File: src/rtl/hazard_forward_unit.sv
`default_nettype none
// +----------------------------------------------------------------------------+
// | Module      : hazard_forward_unit                                          |
// | Description : Central hazard controller for a 5-stage pipeline. Keeps a    |
// |               shadow copy of the ID/EX, EX/MEM and MEM/WB destination      |
// |               fields, drives the EX-stage ALU operand forwarding selects,  |
// |               detects load-use hazards (stalling IF/ID), gives branch      |
// |               flush priority over stalls, and counts stall cycles with a   |
// |               saturating counter.                                          |
// | Macro       : HAZARD_FWD_EN - defined: forwarding active, stall only on    |
// |               load-use. Undefined: selects tied to 00, stall on any RAW    |
// |               match against a writing entry in ex or mem.                  |
// | Ports       : clk, rst_n (async, active-low)                               |
// |               valid_id, rs1_id, rs2_id, use_rs1_id, use_rs2_id, rd_id,     |
// |               regwrite_id, memread_id        - ID-stage instruction fields |
// |               branch_taken_ex                - taken branch resolved in EX |
// |               fwd_a_sel, fwd_b_sel           - 00 RF, 01 MEM/WB, 10 EX/MEM |
// |               stall_if, stall_id, bubble_ex, flush_ifid - pipeline control |
// |               stall_count                    - saturating stall counter    |
// | Revision    : 1.0 - initial release                                        |
// +----------------------------------------------------------------------------+
module hazard_forward_unit #(
  parameter int REG_AW = 5,
  parameter int CNT_W  = 16
) (
  input  logic              clk,
  input  logic              rst_n,
  input  logic              valid_id,
  input  logic [REG_AW-1:0] rs1_id,
  input  logic [REG_AW-1:0] rs2_id,
  input  logic              use_rs1_id,
  input  logic              use_rs2_id,
  input  logic [REG_AW-1:0] rd_id,
  input  logic              regwrite_id,
  input  logic              memread_id,
  input  logic              branch_taken_ex,
  output logic [1:0]        fwd_a_sel,
  output logic [1:0]        fwd_b_sel,
  output logic              stall_if,
  output logic              stall_id,
  output logic              bubble_ex,
  output logic              flush_ifid,
  output logic [CNT_W-1:0]  stall_count
);

  typedef struct packed {
    logic [REG_AW-1:0] rs1;
    logic [REG_AW-1:0] rs2;
    logic              use_rs1;
    logic              use_rs2;
    logic [REG_AW-1:0] rd;
    logic              regwrite;
    logic              memread;
  } entry_t;

  localparam entry_t c_bubble = '0;

  entry_t           ex_q, mem_q, wb_q;
  entry_t           ex_d, w_id_entry;
  logic [CNT_W-1:0] cnt_q, cnt_d;
  logic             w_br;
  logic             w_lu;
  logic             w_hz;
  logic             w_stall;

  // A source is satisfied by an entry when the entry writes a non-x0 register
  // that the consumer actually reads.
  function automatic logic src_hit(input logic              use_rs,
                                   input logic [REG_AW-1:0] rs,
                                   input entry_t            e);
    return use_rs && e.regwrite && (e.rd != '0) && (e.rd == rs);
  endfunction

  // Branch is qualified by reset so no control output can assert while the
  // unit is held in reset.
  assign w_br = branch_taken_ex & rst_n;

  assign w_lu = ex_q.memread && (ex_q.rd != '0) && valid_id &&
                ((use_rs1_id && (rs1_id == ex_q.rd)) ||
                 (use_rs2_id && (rs2_id == ex_q.rd)));

`ifdef HAZARD_FWD_EN
  // EX/MEM is checked first so the youngest producer wins.
  function automatic logic [1:0] fwd_sel(input logic              use_rs,
                                         input logic [REG_AW-1:0] rs,
                                         input entry_t            m,
                                         input entry_t            w);
    if (src_hit(use_rs, rs, m)) return 2'b10;
    if (src_hit(use_rs, rs, w)) return 2'b01;
    return 2'b00;
  endfunction

  assign fwd_a_sel = fwd_sel(ex_q.use_rs1, ex_q.rs1, mem_q, wb_q);
  assign fwd_b_sel = fwd_sel(ex_q.use_rs2, ex_q.rs2, mem_q, wb_q);
  assign w_hz      = w_lu;
`else
  // Without forwarding, a reader waits until its producer reaches wb; the
  // register file writes before it reads, so wb itself never stalls.
  logic w_raw;
  assign w_raw = valid_id &&
                 (src_hit(use_rs1_id, rs1_id, ex_q)  ||
                  src_hit(use_rs1_id, rs1_id, mem_q) ||
                  src_hit(use_rs2_id, rs2_id, ex_q)  ||
                  src_hit(use_rs2_id, rs2_id, mem_q));

  assign fwd_a_sel = 2'b00;
  assign fwd_b_sel = 2'b00;
  assign w_hz      = w_lu | w_raw;
`endif

  // A flush discards the ID instruction anyway, so it overrides any stall.
  assign w_stall    = w_hz & ~w_br;
  assign stall_if   = w_stall;
  assign stall_id   = w_stall;
  assign bubble_ex  = w_stall | w_br;
  assign flush_ifid = w_br;
  assign stall_count = cnt_q;

  always_comb begin
    w_id_entry          = c_bubble;
    w_id_entry.rs1      = rs1_id;
    w_id_entry.rs2      = rs2_id;
    w_id_entry.use_rs1  = use_rs1_id;
    w_id_entry.use_rs2  = use_rs2_id;
    w_id_entry.rd       = rd_id;
    w_id_entry.regwrite = regwrite_id;
    w_id_entry.memread  = memread_id;
  end

  always_comb begin
    ex_d = c_bubble;
    if (valid_id && !bubble_ex) ex_d = w_id_entry;
  end

  always_comb begin
    cnt_d = cnt_q;
    if (w_stall && (cnt_q != '1)) cnt_d = cnt_q + CNT_W'(1);
  end

  always_ff @(posedge clk or negedge rst_n) begin
    if (!rst_n) begin
      ex_q  <= c_bubble;
      mem_q <= c_bubble;
      wb_q  <= c_bubble;
      cnt_q <= '0;
    end else begin
      ex_q  <= ex_d;
      mem_q <= ex_q;
      wb_q  <= mem_q;
      cnt_q <= cnt_d;
    end
  end

  // Not every shadow field feeds a comparison in every build; they are kept
  // so the shadow entries stay a faithful copy of the pipeline registers.
  logic unused_fields;
  assign unused_fields = ^{ex_q, mem_q, wb_q};

endmodule
`default_nettype wire

File: config.mk
export PLATFORM = sky130hd
export DESIGN_NAME = hazard_forward_unit
export DESIGN_NICKNAME = d
export VERILOG_FILES = /design/src/rtl/hazard_forward_unit.sv
export SDC_FILE = /design/constraint.sdc
export NUM_CORES = 1
export LEC_CHECK = 0
export CORE_ASPECT_RATIO = 1.5
export CORE_MARGIN = 8
export CORE_UTILIZATION = 35
export CTS_CLUSTER_DIAMETER = 80
export DETAILED_ROUTE_END_ITERATION = 6
export PLACE_DENSITY = 0.71
export SYNTH_ARGS = -nofsm -noshare
export SYNTH_HDL_FRONTEND = slang
export SYNTH_SLANG_ARGS = --single-unit
File: constraint.sdc
create_clock -name clk -period 2.25 [get_ports clk]
set_input_delay 0.3375 -clock clk [delete_from_list [all_inputs] [get_ports clk]]
set_output_delay 0.3375 -clock clk [all_outputs]
set_load 0.005 [all_outputs]
# --- Word level (Yosys, flattened, before mapping) ---
# Cells that the tools add are included.
word_totals:
  input_bits: 23
  elab_cells: 47
  reg_bits: 29
  output_inout_bits: 24
op_classes:
  eq_ne: 7
  n_bitwise: 5
  addsub: 1
  n_mux: 1
  n_reduce_logical: 27
op_table:
  columns: ["operator", "count"]
  rows:
  - ["5-bit equality test", 6]
  - ["1-bit logical AND", 20]
  - ["16-bit by 1-bit adder with 16-bit output, second input constant", 1]
  - ["16-bit != test, second input constant", 1]
  - ["5-bit nonzero test", 2]
  - ["7-bit two-way mux", 1]
  - ["1-bit logical OR", 4]
  - ["1-bit bitwise AND", 2]
  - ["1-bit bitwise OR", 2]
  - ["1-bit logical NOT", 1]
  - ["1-bit NOT", 1]

# --- Logic depth before layout (Yosys ltp) ---
logic_depth:
  word_depth: 13
  ltp_mapped: 7
  depth_no_buf: 6

# --- Worst setup path before layout ---
# OpenSTA, ideal clock, no wires.
synth_timing:
  path_kind: "flip-flop to output port"
  startpoint: "reg ex_q[6] in the netlist's numbering"
  endpoint: "out stall_if"
  slack_ns: 0.194
  arrival_ns: 1.718
  n_path_buf: 2
  path_stages_with_launch: 8
  required_ns: 1.913
  cell_sequence: "dfrtp_1 xor2_1 nor4_1 a32oi_1 o22ai_4 buf_4 nor2b_1 buf_4"
synth_via:
  elab_chain_len: 9
  elab_cells_between_ends: 21
  classes_between: "eq/ne (4); bitwise (2); reduce/logical (15)"
synth_lines:
  columns: ["item", "line", "rtl"]
  rows:
  - ["from (decl)", "58", "entry_t ex_q, mem_q, wb_q;"]
  - ["from (signal assigned)", "142", "ex_q <= c_bubble;"]
  - ["5-bit nonzero test", "71, 78", null]
  - ["1-bit logical AND (2 in series)", "71", "return use_rs && e.regwrite && (e.rd != '0) && (e.rd == rs);"]
  - ["1-bit logical OR", "101", "(src_hit(use_rs1_id, rs1_id, ex_q) ||"]
  - ["1-bit logical OR", "102", "src_hit(use_rs1_id, rs1_id, mem_q) ||"]
  - ["1-bit logical OR", "103", "src_hit(use_rs2_id, rs2_id, ex_q) ||"]
  - ["1-bit logical AND", "100", "assign w_raw = valid_id &&"]
  - ["1-bit bitwise OR (*)", "108", "assign w_hz = w_lu | w_raw;"]
  - ["1-bit bitwise AND (*)", "112", "assign w_stall = w_hz & ~w_br;"]
  - ["to (decl)", "39", "output logic stall_if,"]
# Every way passes the cells marked *; elsewhere a longest branch is shown, timed or not.

# --- Worst setup path after layout ---
layout_timing:
  startpoint: "reg ex_q[3] in the netlist's numbering"
  endpoint: "out bubble_ex"
layout_via:
  elab_chain_len: 10
  elab_cells_between_ends: 22
  classes_between: "eq/ne (4); bitwise (3); reduce/logical (15)"
layout_lines:
  columns: ["item", "line", "rtl"]
  rows:
  - ["5-bit nonzero test", "71, 78", null]
  - ["1-bit logical AND (2 in series)", "71", null]
  - ["1-bit logical OR", "101", null]
  - ["1-bit logical OR", "102", null]
  - ["1-bit logical OR", "103", null]
  - ["1-bit logical AND", "100", null]
  - ["1-bit bitwise OR (*)", "108", null]
  - ["1-bit bitwise AND (*)", "112", null]
  - ["1-bit bitwise OR (*)", "115", "assign bubble_ex = w_stall | w_br;"]
  - ["to (decl)", "41", "output logic bubble_ex,"]
# Marked as above.

==> run_results.csv <==
group,metric,value,unit
setup_path,end_kind,"output pin",
logic_synthesis,syn_area,0.00149,mm2
final_layout,final-seq-area,728,um2
placed_design,gp_congestion,0.799,
logic_synthesis,postSynthCellCount,135,
logic_synthesis,syn-mean-instance-area,11.0,um2
final_layout,drive_gt1_share,17.0,%
timing,setup_violations,0,
setup_path,cp_data_required_time,1.91,ns
setup_path,start_kind,"flop",
grt,grt_max_degree,30,
detailed_routing,wl,3.54,mm
logic_synthesis,yosysUniqueCellTypes,26,
detailed_routing,drt_first_pass_iters,4,
cts,clk_pin_slew_worst_paths,0.06,ns
cts,numClockSinks,29,
setup_path,crit_fanout,4,
grt,overflow,0,
power_and_ir_drop,leakage,1.01,nW
die,core_area,0.00417,mm2
die,die_area,0.00663,mm2
timing,period_minus_slack,2.24,ns
power_and_ir_drop,p_per_area,531,mW/mm2
detailed_routing,vias,1169,
setup_path,reg2reg_slack,0.09,ns
setup_path,critPathKind,"reg2out",
grt,first_global_vias,1255,
final_layout,n_antenna_cell,0,
timing,setup_slack,0.00739,ns
setup_path,max_stage_delay,0.54,ns
setup_path,cp.arrival,1.91,ns
timing,final.setup.tns,0,ns
cts,cts_made_buffers,5,
logic_synthesis,synthTopCellsByArea,"dfrtp_1 49%, xnor2_1 11%, xor2_1 9.4%",
final_layout,area_growth,45.8,%
hold_path,min_path_type,"reg2reg",
die,start_util,35.6,%
die,io_pins,47,
power_and_ir_drop,ir_worst_vdd,0.000337,V
setup_path,slowest_stage,"or4_1",
detailed_routing,ant_nets,0,
timing,timing.final.crit_share,99.7,%
timing,hold_ws,0.395,ns
placed_design,port_buffers,42,
timing,drv_slew,0,
cts,h-tree-depth,2,
timing,finClkSkew,0.00421,ns
logic_synthesis,ys_seq_elements,29,
final_layout,multi_input_area,767,um2
logic_synthesis,synth_area_leader_cell,"dfrtp_1",
timing,hold_viol,0,
logic_synthesis,synth-warning-count,0,
cts,clockRootBuffer,"clkbuf_8",
die,fp.dieW,69.2,um
final_layout,fillers,380,
placed_design,pre_cts_ws,-0.497,ns
cts,tritoncts,"done",
outcome,outcome,"completed",
timing,max_freq,446,MHz
detailed_routing,drtIter0Drc,22,
final_layout,final_common_cell,"clkdlybuf4s50_1",
final_layout,final_cell_mix,"32 x clkdlybuf4s50_1, 27 x dfrtp_1, 18 x xnor2_1",
logic_synthesis,synth.top_cell.area_share,48.8,%
cts,cts_hold_buf,0,
job,cap_violations,0,
detailed_routing,wl_per_cell,14.7,um
die,fp.dieH,95.8,um
detailed_routing,drc_errors,0,
logic_synthesis,ys_seq_area_share,48.8,%
grt,grt_antenna_before_repair,0,
timing,rsz0062_at_grt,"true",
cts,clockBufferDepth,2,
grt,track_usage,10.7,%
detailed_routing,viasPerCell,4.87,
power_and_ir_drop,p_total,0.00115,W
die,row_count,29,
grt,grt_pass1_wl,5.65,mm
final_layout,post-route-util,51.9,%
cts,worst_skew_pair.late_latency,0.27,ns
placed_design,dp_hpwl,2.69,mm
final_layout,nets,218,
setup_path,path_cells,"or4_1 -> o22ai_2 -> o22ai_4 -> buf_6 -> a21o_1 -> buf_2",
final timing paths:
path	from	to	depth (start not counted)
max in group asynchronous	rst_n	ex_q[2]$_DFF_PN0_	2
min	ex_q[1]$_DFF_PN0_	mem_q[1]$_DFF_PN0_	0
min in group asynchronous	rst_n	stall_count[3]$_DFFE_PN0P_	2
max reg2reg	ex_q[2]$_DFF_PN0_	stall_count[12]$_DFFE_PN0P_	8
max	ex_q[3]$_DFF_PN0_	bubble_ex	6
min reg2reg	ex_q[1]$_DFF_PN0_	mem_q[1]$_DFF_PN0_	0
stage by stage:
stage	instance area [um2]	cells
2_1_floorplan	1500	138
3_3_place_gp	2020	232
3_5_place_dp	2020	232
4_1_cts	2120	240
5_1_grt	2170	240
6_report	2170	240
logic make-up (layout without fill, tap and decap cells):
| family | after synthesis | count (layout) | share of synthesized area [%] |
|---|---|---|---|
| AND/OR/NAND/NOR | 54 | 54 | 21.0 |
| XOR/XNOR | 34 | 34 | 20.0 |
| flip-flops | 29 | 29 | 48.8 |
| buffers and inverters | 7 | 63 | 3.37 |
| other | 1 | 4 | 0.252 |
| multiplexers | 2 | 2 | 1.52 |
| adder cells (fa/ha/maj) | 1 | 1 | 0.842 |
| AO/OA/AOI/OAI | 7 | 7 | 4.21 |
state kept, by name (all words and copies together) (netlist names):
name and cells:
ex_q 7, mem_q 6, stall_count 16
synth_stat cells (all sizes together):
library cell / instances
a21o: 1
a31oi: 1
a32oi: 2
and2: 12
and3: 8
and4: 1
buf: 7
conb: 1
dfrtp: 29
ha: 1
mux2: 2
nand2: 2
nand2b: 1
nand3: 11
nand4: 7
nor2: 5
nor2b: 1
nor4: 4
o21ai: 1
o22ai: 2
or4: 2
xnor2: 18
xor2: 16
worst max-delay path, delay by kind of cell, from the launching register on:
| kind | cells | cell delay (ns) |
|---|---|---|
| flip-flops | 1 | 0.44 |
| AND/OR/NAND/NOR | 1 | 0.54 |
| AO/OA/AOI/OAI | 3 | 0.40 |
| buffers and inverters | 2 | 0.25 |
layer usage:
layer  up-vias  global-route usage (%)  part of all wire, %
met5         -                       0                    0
met4         0                    7.72                  2.8
met3         5                    3.30                  5.5
met2        28                    18.0                   50
met1       552                    11.3                   42
li1        584                       -                    -
power breakdown:
group	internal (W)	switching, W	total (W)	leakage, nW
Sequential	0.000542	0.0000226	0.000565	0.391
Combinational	0.0000990	0.0000709	0.000170	0.573
Clock	0.000242	0.000174	0.000416	0.0443
Total	0.000883	0.000267	0.00115	1.01
final cells by class:
| type | count | area share (%) |
|---|---|---|
| multi-input cells | 102 | 35.4 |
| flip-flops and latches | 29 | 33.6 |
| repair buffers | 56 | 24.4 |
| clock buffers | 7 | 3.98 |
| well taps | 46 | 2.66 |
what timing repair did:
| item | CTS | global route |
|---|---|---|
| pin swaps | 6 | 7 |
| setup endpoints to repair | 3 | 16 |
| resized for setup | 21 | 11 |
| buffers inserted | 1 | 0 |
(Power assumes the default switching activity.)
